## src/rtl/ps2_pkg.sv

```systemverilog
// Shared constants, byte-FSM state type and sequence helpers for the PS/2 key receiver.
package ps2_pkg;

    localparam logic [7:0]  PS2_E0          = 8'hE0;
    localparam logic [7:0]  PS2_E1          = 8'hE1;
    localparam logic [7:0]  PS2_F0          = 8'hF0;
    localparam logic [7:0]  PS2_FAKE_LSHIFT = 8'h12;
    localparam logic [7:0]  PS2_FAKE_NUMLK  = 8'h59;
    localparam int unsigned PS2_FRAME_BITS  = 11;

    typedef enum logic [1:0] {
        ST_IDLE,
        ST_DATA,
        ST_PARITY,
        ST_STOP
    } ps2_state_e;

    // Byte-lane mask keeping the newest n bytes of a 64-bit sequence word.
    function automatic logic [63:0] seq_keep_mask(input logic [3:0] n);
        logic [63:0] m;
        m = '0;
        for (int i = 0; i < 8; i++) begin
            if (4'(i) < n) m[i*8 +: 8] = 8'hFF;
        end
        return m;
    endfunction

endpackage

```

## src/rtl/ps2_byte_rx.sv

```systemverilog
// PS/2 frame receiver: synchronises and filters the pins, then shifts in one byte per frame.
module ps2_byte_rx
    import ps2_pkg::*;
#(
    parameter int unsigned FILTER_LEN  = 8,
    parameter int unsigned BIT_TIMEOUT = 12000
) (
    input  logic       clk,
    input  logic       i_rst,
    input  logic       i_ps2_clk,
    input  logic       i_ps2_data,
    output logic [7:0] o_byte,
    output logic       o_valid,
    output logic       o_err
);

    localparam int unsigned FW        = $clog2(FILTER_LEN + 1);
    localparam int unsigned TW        = $clog2(BIT_TIMEOUT + 1);
    localparam int unsigned DATA_BITS = PS2_FRAME_BITS - 3;
    localparam int unsigned CW        = $clog2(DATA_BITS);

    logic [1:0]    r_clk_sync, r_data_sync;
    logic          r_clk_filt, r_data_filt, r_clk_prev;
    logic [FW-1:0] r_clk_cnt, r_data_cnt;
    ps2_state_e    r_state, w_state_d;
    logic [7:0]    r_shift, w_shift_d;
    logic [CW-1:0] r_cnt, w_cnt_d;
    logic          r_par, w_par_d;
    logic [TW-1:0] r_timer, w_timer_d;
    logic          w_valid_d, w_err_d;
    logic          w_fall;

    // Two-flop synchronisers; lines idle high.
    always_ff @(posedge clk) begin
        if (i_rst) begin
            r_clk_sync  <= 2'b11;
            r_data_sync <= 2'b11;
        end else begin
            r_clk_sync  <= {r_clk_sync[0], i_ps2_clk};
            r_data_sync <= {r_data_sync[0], i_ps2_data};
        end
    end

    // Glitch filters: accept a new level only after FILTER_LEN consecutive differing samples.
    always_ff @(posedge clk) begin
        if (i_rst) begin
            r_clk_filt  <= 1'b1;
            r_data_filt <= 1'b1;
            r_clk_cnt   <= '0;
            r_data_cnt  <= '0;
            r_clk_prev  <= 1'b1;
        end else begin
            r_clk_prev <= r_clk_filt;
            if (r_clk_sync[1] == r_clk_filt) begin
                r_clk_cnt <= '0;
            end else if (r_clk_cnt == FW'(FILTER_LEN - 1)) begin
                r_clk_filt <= r_clk_sync[1];
                r_clk_cnt  <= '0;
            end else begin
                r_clk_cnt <= r_clk_cnt + 1'b1;
            end
            if (r_data_sync[1] == r_data_filt) begin
                r_data_cnt <= '0;
            end else if (r_data_cnt == FW'(FILTER_LEN - 1)) begin
                r_data_filt <= r_data_sync[1];
                r_data_cnt  <= '0;
            end else begin
                r_data_cnt <= r_data_cnt + 1'b1;
            end
        end
    end

    assign w_fall = r_clk_prev & ~r_clk_filt;

    // Byte FSM next-state, shift register, parity check and bit timeout.
    always_comb begin
        w_state_d = r_state;
        w_shift_d = r_shift;
        w_cnt_d   = r_cnt;
        w_par_d   = r_par;
        w_valid_d = 1'b0;
        w_err_d   = 1'b0;
        w_timer_d = (w_fall || r_state == ST_IDLE) ? '0 : r_timer + 1'b1;

        case (r_state)
            ST_IDLE: begin
                if (w_fall && !r_data_filt) begin
                    w_state_d = ST_DATA;
                    w_cnt_d   = '0;
                end
            end
            ST_DATA: begin
                if (w_fall) begin
                    w_shift_d = {r_data_filt, r_shift[7:1]};
                    if (r_cnt == CW'(DATA_BITS - 1)) w_state_d = ST_PARITY;
                    else                             w_cnt_d   = r_cnt + 1'b1;
                end
            end
            ST_PARITY: begin
                if (w_fall) begin
                    w_par_d   = r_data_filt;
                    w_state_d = ST_STOP;
                end
            end
            ST_STOP: begin
                if (w_fall) begin
                    w_state_d = ST_IDLE;
                    if ((^{r_shift, r_par}) && r_data_filt) w_valid_d = 1'b1;
                    else                                     w_err_d   = 1'b1;
                end
            end
            default: w_state_d = ST_IDLE;
        endcase

        // Stalled frame: abort back to IDLE with an error.
        if (r_state != ST_IDLE && !w_fall && r_timer == TW'(BIT_TIMEOUT - 1)) begin
            w_state_d = ST_IDLE;
            w_err_d   = 1'b1;
        end
    end

    // Byte FSM state and output registers.
    always_ff @(posedge clk) begin
        if (i_rst) begin
            r_state <= ST_IDLE;
            r_shift <= '0;
            r_cnt   <= '0;
            r_par   <= 1'b0;
            r_timer <= '0;
            o_byte  <= '0;
            o_valid <= 1'b0;
            o_err   <= 1'b0;
        end else begin
            r_state <= w_state_d;
            r_shift <= w_shift_d;
            r_cnt   <= w_cnt_d;
            r_par   <= w_par_d;
            r_timer <= w_timer_d;
            o_valid <= w_valid_d;
            o_err   <= w_err_d;
            if (w_valid_d) o_byte <= r_shift;
        end
    end

endmodule

```

## src/rtl/ps2_key_rx.sv

```systemverilog
// PS/2 keyboard receiver: assembles validated bytes into complete scan-code sequences on ps2_key.
module ps2_key_rx
    import ps2_pkg::*;
#(
    parameter int unsigned FILTER_LEN  = 8,
    parameter int unsigned BIT_TIMEOUT = 12000,
    parameter int unsigned SEQ_TIMEOUT = 24000
) (
    input  logic        clk_sys,
    input  logic        reset,
    input  logic        ps2_clk,
    input  logic        ps2_data,
    output logic [64:0] ps2_key,
    output logic        rx_err
);

    localparam int unsigned SW = $clog2(SEQ_TIMEOUT + 1);

    logic [7:0]    w_byte;
    logic          w_valid, w_err;
    logic [55:0]   r_seq;
    logic [3:0]    r_n, w_n_inc;
    logic [2:0]    r_e1_left, w_e1_next;
    logic [SW-1:0] r_seq_timer;
    logic [63:0]   w_seq_new;
    logic          w_prev_e0, w_close;

    ps2_byte_rx #(
        .FILTER_LEN  (FILTER_LEN),
        .BIT_TIMEOUT (BIT_TIMEOUT)
    ) u_byte_rx (
        .clk        (clk_sys),
        .i_rst      (reset),
        .i_ps2_clk  (ps2_clk),
        .i_ps2_data (ps2_data),
        .o_byte     (w_byte),
        .o_valid    (w_valid),
        .o_err      (w_err)
    );

    assign rx_err = w_err;

    // Decide whether the incoming byte extends the open sequence or closes it.
    always_comb begin
        w_n_inc   = (r_n == 4'd8) ? 4'd8 : r_n + 4'd1;
        w_seq_new = {r_seq, w_byte};
        w_prev_e0 = (r_n != 4'd0) && (r_seq[7:0] == PS2_E0);
        w_e1_next = 3'd0;
        w_close   = 1'b1;
        if (r_e1_left != 3'd0) begin
            w_e1_next = r_e1_left - 3'd1;
            w_close   = (r_e1_left == 3'd1);
        end else if (w_byte == PS2_E1) begin
            w_e1_next = 3'd7;
            w_close   = 1'b0;
        end else if (w_byte == PS2_E0 || w_byte == PS2_F0) begin
            w_close = 1'b0;
        end else if ((w_byte == PS2_FAKE_LSHIFT || w_byte == PS2_FAKE_NUMLK) && w_prev_e0) begin
            w_close = 1'b0;
        end
    end

    // Sequence buffer, sequence timer and ps2_key output register.
    always_ff @(posedge clk_sys) begin
        if (reset) begin
            ps2_key     <= '0;
            r_seq       <= '0;
            r_n         <= '0;
            r_e1_left   <= '0;
            r_seq_timer <= '0;
        end else if (w_err) begin
            r_seq       <= '0;
            r_n         <= '0;
            r_e1_left   <= '0;
            r_seq_timer <= '0;
        end else if (w_valid) begin
            r_seq_timer <= '0;
            if (w_close) begin
                ps2_key   <= {~ps2_key[64], w_seq_new & seq_keep_mask(w_n_inc)};
                r_seq     <= '0;
                r_n       <= '0;
                r_e1_left <= '0;
            end else begin
                r_seq     <= w_seq_new[55:0];
                r_n       <= w_n_inc;
                r_e1_left <= w_e1_next;
            end
        end else if (r_n != 4'd0) begin
            if (r_seq_timer == SW'(SEQ_TIMEOUT - 1)) begin
                r_seq       <= '0;
                r_n         <= '0;
                r_e1_left   <= '0;
                r_seq_timer <= '0;
            end else begin
                r_seq_timer <= r_seq_timer + 1'b1;
            end
        end
    end

endmodule
```

## config.mk

```make
export PLATFORM = sky130hd
export DESIGN_NAME = ps2_key_rx
export DESIGN_NICKNAME = d
export VERILOG_FILES = /design/src/rtl/ps2_pkg.sv /design/src/rtl/ps2_byte_rx.sv /design/src/rtl/ps2_key_rx.sv
export SDC_FILE = /design/constraint.sdc
export NUM_CORES = 1
export LEC_CHECK = 0
export ABC_CLOCK_PERIOD_IN_PS = 2200
export CORE_ASPECT_RATIO = 0.8
export CORE_MARGIN = 5
export CORE_UTILIZATION = 40
export CTS_CLUSTER_SIZE = 12
export DETAILED_ROUTE_END_ITERATION = 7
export PLACE_DENSITY = 0.71
export SYNTH_ARGS = -nofsm -noshare
export SYNTH_HDL_FRONTEND = slang
export SYNTH_SLANG_ARGS = --single-unit
```

## constraint.sdc

```tcl
create_clock -name clk_sys -period 2.2 [get_ports clk_sys]
set_input_delay 0.55 -clock clk_sys [delete_from_list [all_inputs] [get_ports clk_sys]]
set_output_delay 0.55 -clock clk_sys [all_outputs]
set_load 0.01 [all_outputs]
```

==> results of run 1 <==
## where the power goes
group | total, uW | switching [uW] | internal, uW
Combinational | 173 | 101 | 71.6
Sequential | 3560 | 7.83 | 3560
Clock | 3000 | 1330 | 1670
Total | 6740 | 1440 | 5300
## worst max-delay path by stage
stage / from / to / slack [ns] / cells past startpoint
after CTS: r_n[0] / r_seq[3] / 0.02 / 7
after global placement: r_seq[1] / ps2_key[10] / -0.002 / 7
after detailed placement: r_seq[1] / ps2_key[36] / 0.03 / 7
after global routing: r_n[0] / ps2_key[50] / -0.02 / 8
after floorplan: r_n[0] / r_seq[5] / -0.06 / 9
final: r_n[0] / ps2_key[0] / 0.07 / 8
## placed cells by master, fill, tap and decap left out, types with 3 or more instances in the layout
cell type,n
buf_4,33
or2_2,5
or3_1,3
dfxtp_1,194
nand2b_1,67
nor2b_1,10
clkdlybuf4s50_1,68
buf_12,3
nor4b_1,3
a21oi_1,8
xor2_1,25
nand3_1,21
ha_1,15
nand2_1,55
clkbuf_16,21
nor2_1,64
o21ai_0,8
xnor2_1,13
mux2_2,3
and3_1,6
mux2i_1,81
clkinvlp_4,3
a22o_2,54
a31oi_1,5
o21ai_1,5
a22o_1,4
and2_1,3
nand3b_1,35
inv_1,12
nand4_1,8
## worst register-to-register path, delay by kind of cell, from the launching register on
kind | cells | cell delay (ns)
fa+ha+maj | 1 | 0.12
simple gates | 2 | 0.56
buf+inv | 2 | 0.29
mux | 1 | 0.13
compound gates | 2 | 0.56
flops | 1 | 0.34
## repair_timing
item                                   in CTS  in global routing
pin swaps                                   0                  3
endpoints found under the hold margin       0                  0
setup buffers                               0                  1
setup endpoints to repair                   3                102
resized for setup                           1                 10
cloned                                      0                  5
## through the flow
| stage | power [uW] | cell area [um2] |
|---|---|---|
| 6_report | 6740 | 9950 |
| 5_1_grt | 6950 | 9950 |
| 4_1_cts | 6810 | 9800 |
| 3_5_place_dp | 3810 | 9230 |
| 3_3_place_gp | 3810 | 9230 |
| 2_1_floorplan | 3770 | 8100 |
## registers in the layout (all words and copies together), names as in the netlist, 3 cells and up
name                  flops
ps2_key                  65
r_e1_left                 3
r_n                       4
r_seq                    56
r_seq_timer              15
u_byte_rx.o_byte          8
u_byte_rx.r_clk_cnt       4
u_byte_rx.r_cnt           3
u_byte_rx.r_data_cnt      4
u_byte_rx.r_shift         8
u_byte_rx.r_timer        14
## final cells by class
class	count	area, um2	share of cell area
multi-input combinational	533	3940	0.395
timing repair buffer	111	1140	0.115
sequential	196	3930	0.395
inverter	14	55.1	0.00553
clock buffer	19	433	0.0435
clock inverter	11	130	0.0131
tap	264	330	0.0332
## kinds of logic after synthesis
logic type | count (synthesis)
AND/OR/NAND/NOR | 294
flip-flops | 196
AO/OA/AOI/OAI | 97
multiplexers | 86
buffers and inverters | 57
XOR/XNOR | 40
adder cells (fa/ha/maj) | 16
## layer usage
layer  vias to the layer above  track usage
met5                         -            0
met4                         0       0.0487
met3                        11       0.0310
met2                        97        0.206
met1                      2712        0.205
li1                       2911            -
==> results.cfg, run 1 <==
[placed_design]
pre_cts_slack_ns = 0.0254
portBuffers = 69
gp_congestion = 0.790
dpl.cell_count = 1112
dpl.hpwl_mm = 11.0

[floorplan]
initial_core_util = 0.407
die-width_um = 169
coreArea_um2 = 19900
die_h_um = 137
pin_count = 70
die-area_um2 = 23200
rows = 46

[critical_path]
r2r_setup_slack_ns = 0.07
cp-start-kind = register
worstPathRequired_ns = 2.51
cp_data_arrival_time_ns = 2.44
cp_top_family = simple AND/OR/NAND/NOR gates
worstSetupPathType = register to register
critPathMaxFanout = 10
timing.rr.start = r_n[0]
cp-end-kind = register
worst-path-buf-inv = 2
crit_slowest_cell = a211o_4
rr_endpoint = ps2_key[0]
slowest_delay_ns = 0.44
crit_chain = inv_4 -> ha_4 -> or3b_4 -> nand4_1 -> o211ai_4 -> a211o_4 -> clkbuf_16 -> mux2i_1
r2r_cells = 8

[logic_synthesis]
muxShareOfSynthArea = 0.107
synth_adder_area_share = 0.0247
synth_cell_types = 51
synth-seq-area-share = 0.485
synth_top_family_by_area = simple AND/OR/NAND/NOR gates
synth-edff-count = 0
postSynthCellCount = 786
synth_top_area_cell = dfxtp_1
synthTopCellsByArea = dfxtp_1 49%, mux2i_1 10%, a22o_2 6.7%
ys_seq_elements = 196
synth_area_um2 = 8090
yosysMostFrequentCell = dfxtp_1
synth.top_cell.area_share = 0.485
synth.avg_cell_area_um2 = 10.3
syn-num-nets = 806
ys.flop_type = dfxtp_1
synth-compound-area-share = 0.103
synth-xor-area-share = 0.0467
asyncSetResetFlopFracSynth = 0
synth-simple-area-share = 0.197
yosysWarnings = 0
synth.top_cells.by_count = 196 x dfxtp_1, 82 x mux2i_1, 67 x nand2b_1

[grt]
antenna_found_initial = 0
gr-total-overflow = 0
grt_max_degree = 61
grt_pass1_wl_mm = 26.9
grt_use_total = 0.141
grt_pass1_vias = 5419

[pwr]
leakage_uw = 0.00403
vdd_ir_drop_max_mv = 0.393
power.density_nw_per_um2 = 677

[routing]
drcViolationCount = 0
vias = 5731
ant_nets = 0
dr.pass1.iters = 5
m1WireLength_mm = 8.83
wl_met3_um = 798
drt_first_iter_violations = 318
postRouteWirelength_mm = 17.1
viasPerCell = 4.99
avgRoutedWirePerCell_um = 14.9
top_layer = met4
routed-wl-met2_mm = 7.37

[hold_path]
holdPathEnd = u_byte_rx.r_data_sync[1]
min_from = u_byte_rx.r_data_sync[0]
holdPathStages = 1
hold_path.class = register to register

[sta]
fin_skew_ns = 0.0107
setup_violations = 0
drv_slew = 0
rsz0062_at_grt = true
timing.hold.ws_ns = 0.406
fin_ws_ns = 0.0732
tns_ns = 0
relSlewSlack = 0.614
fmaxAchievable_ghz = 0.470
worst_pin_slew_ns = 0.577
hold_violations = 0
fin_crit_ns = 2.13
fin_crit_sh = 0.967

[finish]
utilization = 0.501
area_growth_pct = 23.0
nets = 893
layout.cells.non_filler = 1148
drive_gt1_frac = 0.172
diodes = 0
fillers = 1806

[clock_network]
clk_latency_ns = 0.43
htreeDepth = 4
hold_buffers = 0
clock_path_buffers = 2
cts_tree = built
clk_pin_slew_worst_paths_ns = 0.07
numCtsBuffers = 17
clock_sinks = 196
root_buffer = clkbuf_16

[outcome]
status = finished, final reports clean

[job]
cap_violations = 0
No activity file was read; power rests on OpenSTA's default activity.
==> inputs of run 2 (changes only) <==
--- a/config.mk
+++ b/config.mk
@@ -11,6 +11,7 @@
 export CORE_UTILIZATION = 40
 export CTS_CLUSTER_SIZE = 12
 export DETAILED_ROUTE_END_ITERATION = 7
+export GPL_ROUTABILITY_DRIVEN = 0
 export PLACE_DENSITY = 0.71
 export SYNTH_ARGS = -nofsm -noshare
 export SYNTH_HDL_FRONTEND = slang
==> results of run 2 <==
The final DEF is identical to that of run 1; final timing and power are the same.
